--- config.mk ---
export PLATFORM = sky130hd
export DESIGN_NAME = peridot_servo_stepgen
export DESIGN_NICKNAME = d
export VERILOG_FILES = /design/src/rtl/peridot_servo_stepgen.sv
export SDC_FILE = /design/constraint.sdc
export NUM_CORES = 1
export LEC_CHECK = 0
export ABC_AREA = 0
export CAP_MARGIN = 10
export CORE_ASPECT_RATIO = 1.5
export CORE_MARGIN = 5
export CORE_UTILIZATION = 38
export DETAILED_ROUTE_END_ITERATION = 10
export GPL_ROUTABILITY_DRIVEN = 0
export SETUP_SLACK_MARGIN = 0.15
export SYNTH_ARGS = -nofsm -noshare
export SYNTH_HDL_FRONTEND = slang
export SYNTH_SLANG_ARGS = --single-unit
--- constraint.sdc ---
create_clock -name clock_sig -period 3.99 [get_ports clock_sig]
set_input_delay 0.798 -clock clock_sig [delete_from_list [all_inputs] [get_ports clock_sig]]
set_output_delay 0.798 -clock clock_sig [all_outputs]
set_load 0.005 [all_outputs]
--- src/rtl/peridot_servo_stepgen.sv ---
// peridot_servo_stepgen
// Step/frame timebase for the PERIDOT RC servo PWM channels. A programmable
// prescaler emits one pwm_timing strobe per step; step_num sweeps
// 0..FRAMESTEPS-1 per frame. pwm_enable is switched only on frame boundaries
// so a running servo never receives a truncated pulse.
// Optional frame interrupt (FRAME/IRQENA/irq): define PERIDOT_SERVO_STEPGEN_IRQ_EN.
module peridot_servo_stepgen #(
  parameter int CLOCKFREQ  = 100000000,
  parameter int STEPFREQ   = 128000,
  parameter int FRAMESTEPS = 2560
) (
  input  logic        clock_sig,
  input  logic        reset_sig,
  input  logic [1:0]  reg_address,
  input  logic        reg_write,
  input  logic [15:0] reg_writedata,
  output logic [15:0] reg_readdata,
  output logic        pwm_enable,
  output logic        pwm_timing,
  output logic [12:0] step_num,
  output logic        frame_start,
  output logic        irq
);

  localparam logic [15:0] DIV_RESET = 16'(CLOCKFREQ / STEPFREQ - 1);
  localparam logic [12:0] LAST_STEP = 13'(FRAMESTEPS - 1);

  typedef enum logic [1:0] {
    IDLE  = 2'd0,
    RUN   = 2'd1,
    DRAIN = 2'd2
  } state_t;

  state_t      state_r;
  state_t      state_next_s;
  logic [15:0] div_r;
  logic [15:0] presc_r;
  logic [12:0] step_r;
  logic [12:0] step_next_s;
  logic        enable_r;
  logic        pwm_enable_r;
  logic        pwm_timing_r;
  logic        frame_start_r;
  logic        ctrl_wr_s;
  logic        div_wr_s;
  logic        tick_s;
  logic        frame_end_s;
  logic        irqena_s;
  logic        frame_s;

  assign ctrl_wr_s   = reg_write && (reg_address == 2'd0);
  assign div_wr_s    = reg_write && (reg_address == 2'd2);
  assign tick_s      = (presc_r == 16'd0);
  assign frame_end_s = pwm_timing_r && (step_r == LAST_STEP);

  assign pwm_enable  = pwm_enable_r;
  assign pwm_timing  = pwm_timing_r;
  assign step_num    = step_r;
  assign frame_start = frame_start_r;

  // Step value after the current cycle: advances only once a strobe cycle ends.
  always_comb begin
    step_next_s = step_r;
    if (pwm_timing_r) begin
      if (step_r == LAST_STEP) begin
        step_next_s = 13'd0;
      end else begin
        step_next_s = step_r + 13'd1;
      end
    end else begin
      step_next_s = step_r;
    end
  end

  // Run-state decisions: enable writes start/stop, drain ends at the last step.
  always_comb begin
    state_next_s = state_r;
    case (state_r)
      IDLE: begin
        if (ctrl_wr_s && reg_writedata[0]) begin
          state_next_s = RUN;
        end else begin
          state_next_s = IDLE;
        end
      end
      RUN: begin
        if (ctrl_wr_s && !reg_writedata[0]) begin
          state_next_s = DRAIN;
        end else begin
          state_next_s = RUN;
        end
      end
      DRAIN: begin
        if (ctrl_wr_s && reg_writedata[0]) begin
          state_next_s = RUN;
        end else if (frame_end_s) begin
          state_next_s = IDLE;
        end else begin
          state_next_s = DRAIN;
        end
      end
      default: state_next_s = IDLE;
    endcase
  end

  // State register plus the run gate, which follows the next state directly.
  always_ff @(posedge clock_sig or posedge reset_sig) begin
    if (reset_sig) begin
      state_r      <= IDLE;
      pwm_enable_r <= 1'b0;
    end else begin
      state_r      <= state_next_s;
      pwm_enable_r <= (state_next_s != IDLE);
    end
  end

  // Prescaler, strobe and step counter; held at idle values outside RUN/DRAIN.
  always_ff @(posedge clock_sig or posedge reset_sig) begin
    if (reset_sig) begin
      presc_r       <= DIV_RESET;
      pwm_timing_r  <= 1'b0;
      frame_start_r <= 1'b0;
      step_r        <= 13'd0;
    end else if ((state_r == IDLE) || (state_next_s == IDLE)) begin
      presc_r       <= div_r;
      pwm_timing_r  <= 1'b0;
      frame_start_r <= 1'b0;
      step_r        <= 13'd0;
    end else begin
      presc_r       <= tick_s ? div_r : (presc_r - 16'd1);
      pwm_timing_r  <= tick_s;
      frame_start_r <= tick_s && (step_next_s == 13'd0);
      step_r        <= step_next_s;
    end
  end

  // Software-visible ENABLE and DIV registers.
  always_ff @(posedge clock_sig or posedge reset_sig) begin
    if (reset_sig) begin
      enable_r <= 1'b0;
      div_r    <= DIV_RESET;
    end else begin
      if (ctrl_wr_s) begin
        enable_r <= reg_writedata[0];
      end
      if (div_wr_s) begin
        div_r <= reg_writedata;
      end
    end
  end

`ifdef PERIDOT_SERVO_STEPGEN_IRQ_EN
  logic irqena_r;
  logic irqena_next_s;
  logic frame_r;
  logic frame_next_s;
  logic irq_r;
  logic status_wr_s;

  assign status_wr_s = reg_write && (reg_address == 2'd1);

  // Next FRAME/IRQENA: a frame start beats a simultaneous write-1 clear.
  always_comb begin
    irqena_next_s = irqena_r;
    frame_next_s  = frame_r;
    if (ctrl_wr_s) begin
      irqena_next_s = reg_writedata[1];
    end else begin
      irqena_next_s = irqena_r;
    end
    if (frame_start_r) begin
      frame_next_s = 1'b1;
    end else if (status_wr_s && reg_writedata[0]) begin
      frame_next_s = 1'b0;
    end else begin
      frame_next_s = frame_r;
    end
  end

  // Interrupt registers; irq is registered from the next-state values.
  always_ff @(posedge clock_sig or posedge reset_sig) begin
    if (reset_sig) begin
      irqena_r <= 1'b0;
      frame_r  <= 1'b0;
      irq_r    <= 1'b0;
    end else begin
      irqena_r <= irqena_next_s;
      frame_r  <= frame_next_s;
      irq_r    <= irqena_next_s && frame_next_s;
    end
  end

  assign irqena_s = irqena_r;
  assign frame_s  = frame_r;
  assign irq      = irq_r;
`else
  assign irqena_s = 1'b0;
  assign frame_s  = 1'b0;
  assign irq      = 1'b0;
`endif

  // Zero-wait register read mux.
  always_comb begin
    reg_readdata = 16'h0000;
    case (reg_address)
      2'd0:    reg_readdata = {pwm_enable_r, 13'd0, irqena_s, enable_r};
      2'd1:    reg_readdata = {15'd0, frame_s};
      2'd2:    reg_readdata = div_r;
      2'd3:    reg_readdata = {3'd0, step_r};
      default: reg_readdata = 16'h0000;
    endcase
  end

endmodule

Word-level counts from Yosys, hierarchy flattened --
Index checks and enable logic that the tools add are counted.
Storage, ports and cells: flip-flop bits (word level) 51, input bits 21, output and inout bits 33, word-level logic and storage cells 43
Operators by class: add/sub/neg operators 2, equality and inequality tests 6, mux-type cells 13, reduce and logical (&&, ||, !) cells 14
Operator list (number):
- $pmux 16 s4 | 1
- $mux 13 | 3
- $mux 16 | 2
- $logic_not 16->1 | 1
- $sub 16x1->16 const B | 1
- $add 13x1->13 const B | 1
- $eq 13x12->1 const B | 1
- $logic_not 13->1 | 1
- $eq 2x2->1 const B | 3
- $logic_and 1x1->1 | 6
- $logic_not 2->1 | 3
- $mux 2 | 3
- $pmux 2 s3 | 1
- $eq 2x1->1 const B | 2
- $mux 1 | 3
- $reduce_bool 2->1 | 1
- $logic_not 1->1 | 1
- $logic_or 1x1->1 | 1

Longest topological paths before layout --
depth after elaboration 8, mapped depth 9, gate-level depth less buffers 7

Worst setup path before layout --
Ideal clock, no wire load.
path type in2out, from in reg_address[0], to out reg_readdata[10], arrival 1831 ps, required time 3192 ps, path slack 1361 ps, stages 4, path buffers 2, cells stage by stage clkbuf_1 -> clkbuf_1 -> mux2i_1 -> nor2b_1
On the way: longest elaborated chain between the ends 2, elaborated cells on any way between the ends 5, classes of those cells 3 x eq/ne; 1 x mux; 1 x reduce/logical
RTL lines:
- start: declaration | RTL line 14 | input logic [1:0] reg_address,
- $eq 2x2->1, or another cell as far along | RTL line 205 | case (reg_address)
- $pmux 16 s4 (*) | RTL line 205
- end: declaration | RTL line 17 | output logic [15:0] reg_readdata,
Every way passes the cells marked *; elsewhere a longest branch is shown, timed or not.

Worst setup path in the final report --
from in reg_address[1], to out reg_readdata[14]
The elaborated chain is that of the path after synthesis.

==> flow_summary.json <==
{
  "power_density_nw_per_um2": 498,
  "area_growth_pct": 24.7,
  "syn_area_per_cell_um2": 10.7,
  "cts_sinks": 51,
  "dp.cells": 417,
  "hold_ws_ps": 483,
  "combPwrFrac_pct": 33.4,
  "ctsHoldBuffers": 0,
  "fin_skew_ps": 9.13,
  "clockPowerShare_pct": 22.9,
  "initial_utilization_pct": 38.8,
  "drive_gt1_share_pct": 17.9,
  "antenna_found_initial": 0,
  "drtIter0Drc": 95,
  "worst_slew_pin_slew_ps": 827,
  "syn_nets": 301,
  "leakagePower_nw": 1.53,
  "synth_area_um2": 2950,
  "rsz0062_at_grt": "no",
  "synth_edf_count": 0,
  "ys.flop_type": "dfrtp_1",
  "rrSetupSlack_ps": 900,
  "htree_levels": 2,
  "cts_inserted_buffers": 5,
  "grt_pass1_wl_um": 11600,
  "ir_worst_vdd_uv": 253,
  "cts_buffer_depth": 2,
  "dr.pass1.iters": 4,
  "async_flop_share_pct": 100,
  "cts_resized": 0,
  "grtUsageTotal_pct": 15.6,
  "ys_seq_area_share_pct": 43.6,
  "cp-start-kind": "input port",
  "final_nets": 347,
  "path_max_fanout": 17,
  "drc": 0,
  "fp.coreArea_um2": 7610,
  "ios": 54,
  "grt_pass1_vias": 2262,
  "min_period_ps": 3370,
  "io_buffers": 52,
  "insertion_delay_ps": 290,
  "drv_slew": 0,
  "wl_per_cell_um": 16.6,
  "ys_ff_latch": 51,
  "cp_data_required_time_ps": 3190,
  "critical_path_class": "in -> out",
  "grt.overflow.total": 0,
  "pwr-share-seq_pct": 43.7,
  "cts_tree": "done",
  "pre_cts_slack_ps": 611,
  "postSynthCellCount": 277,
  "dieArea_um2": 9670,
  "p_switching_uw": 569,
  "num_rows": 39,
  "die_x_um": 82.0,
  "die_h_um": 118,
  "hpwl_um": 5240,
  "routed_wl_um": 7080,
  "fin_crit_sh_pct": 84.5,
  "run_status": "completed",
  "hold_path_class": "reg -> reg",
  "grt_max_degree": 52,
  "intPower_mw": 1.27,
  "post-cts-setup-buffers": 0,
  "routed_via_density": 5.14,
  "stdcell_count": 426,
  "cap_violations": 0,
  "setup_tns_ps": 0,
  "cts_root_buf": "clkbuf_16",
  "ant_nets": 0,
  "endpoint_kind": "output port",
  "path_clk_slew_ps": 70,
  "finish.utilization_pct": 48.4,
  "slew_headroom_pct": 44.9,
  "cp.arrival_ps": 2570,
  "vias": 2189,
  "antennaDiodeCount": 0,
  "max_freq_mhz": 297,
  "yosysWarnings": 0,
  "swShare_pct": 31.0,
  "finalSetupViolCount": 0,
  "ys_types": 51,
  "fin_ws_ps": 617,
  "hold_viol": 0
}
[state kept, by name (all words and copies together) (netlist names)]
register and cells:
div_r 16, presc_r 16, step_num 13, state_r 2, enable_r 1, frame_start 1, pwm_enable 1, pwm_timing 1
[through the flow]
step / instance area [µm²] / total power, mW
after floorplan: 2950 / 1.30
after global placement: 3530 / 1.41
after detailed placement: 3530 / 1.43
after CTS: 3660 / 1.85
after global routing: 3680 / 1.94
final: 3680 / 1.84
[cell type report]
class	count	area, µm²
fillers	758	3930
multi-input cells	203	1550
flip-flops and latches	51	1290
repair buffers	56	563
clock buffers	8	136
well taps	102	128
inverters	6	22.5
[placed cells by master (no fill, tap or decap), drive strengths merged, types with 3 or more instances in the layout]
cell,count
nand3,5
mux2,33
a21oi,3
xor2,15
inv,6
nand2,17
nor2b,15
o21ai,8
dfstp,8
ha,3
mux2i,16
nor3,6
xnor2,8
clkdlybuf4s50,52
nor2,25
and2,4
buf,4
or4,3
o211ai,3
nand4,4
or3,6
dfrtp,43
nor4,3
clkbuf,8
[kinds of logic after synthesis]
logic type / count (synthesis) / share of synthesized area (%)
AND/OR/NAND/NOR: 101 / 18.6
AO/OA/AOI/OAI: 26 / 6.40
flip-flops: 51 / 43.6
adder cells (fa/ha/maj): 3 / 1.27
XOR/XNOR: 23 / 6.82
other: 1 / 0.127
buffers and inverters: 23 / 4.03
multiplexers: 49 / 19.2
[per-layer routing]
layer  up-vias  wire length, µm  share of wire (%)  global-route usage (%)
met5         -                0                  0                       0
met4         0              121                1.7                    4.57
met1      1070             2940                 42                    19.0
met3        13              239                3.4                    2.83
li1       1049                -                  -                       -
met2        57             3780                 53                    27.1
[synth_stat cells, types with 2 or more instances]
master	number	area share [%]
a2111oi_0	2	0.59
a21oi_1	3	0.51
and2_1	3	0.64
and4_1	2	0.59
buf_2	4	0.68
clkbuf_1	10	1.3
dfrtp_1	43	36
dfstp_2	8	7.1
ha_1	3	1.3
inv_1	6	0.76
mux2_2	24	9.2
mux2_4	9	4.6
mux2i_1	16	5.4
nand2_1	17	2.2
nand2b_1	2	0.42
nand3_1	5	0.85
nand4_1	4	0.85
nor2_1	25	3.2
nor2b_1	15	3.2
nor3_1	6	1.0
nor3b_1	2	0.51
nor4_1	3	0.64
o211ai_1	3	0.76
o21ai_0	8	1.4
or2b_2	2	0.59
or3_1	5	1.1
or4_1	2	0.51
xnor2_1	8	2.4
xor2_1	15	4.4
[power by group through the flow]
| stage | sequential (mW) | combinational [mW] | clock, mW |
|---|---|---|---|
| after floorplan | 0.769 | 0.530 | 0 |
| after global placement | 0.805 | 0.608 | 0 |
| after detailed placement | 0.807 | 0.620 | 0 |
| after CTS | 0.803 | 0.620 | 0.430 |
| after global routing | 0.823 | 0.668 | 0.449 |
| final | 0.802 | 0.614 | 0.420 |
[critical path: stages]
cell and delay [ps]:
clkdlybuf4s50_1 790, nor2b_1 330, and2_1 160, clkdlybuf4s50_1 490
[final timing paths]
path,cells past startpoint,start,endpoint
min in group asynchronous,2,reset_sig,div_r[11]$_DFFE_PP0P_
max reg2reg,7,step_num[0]$_DFF_PP0_,presc_r[15]$_DFF_PP0_
min,1,enable_r$_DFFE_PP0N_,enable_r$_DFFE_PP0N_
max,4,reg_address[1],reg_readdata[14]
max in group asynchronous,3,reset_sig,div_r[9]$_DFFE_PP1P_
min reg2reg,1,enable_r$_DFFE_PP0N_,enable_r$_DFFE_PP0N_
Note: power is estimated with default switching activity, not from simulation.
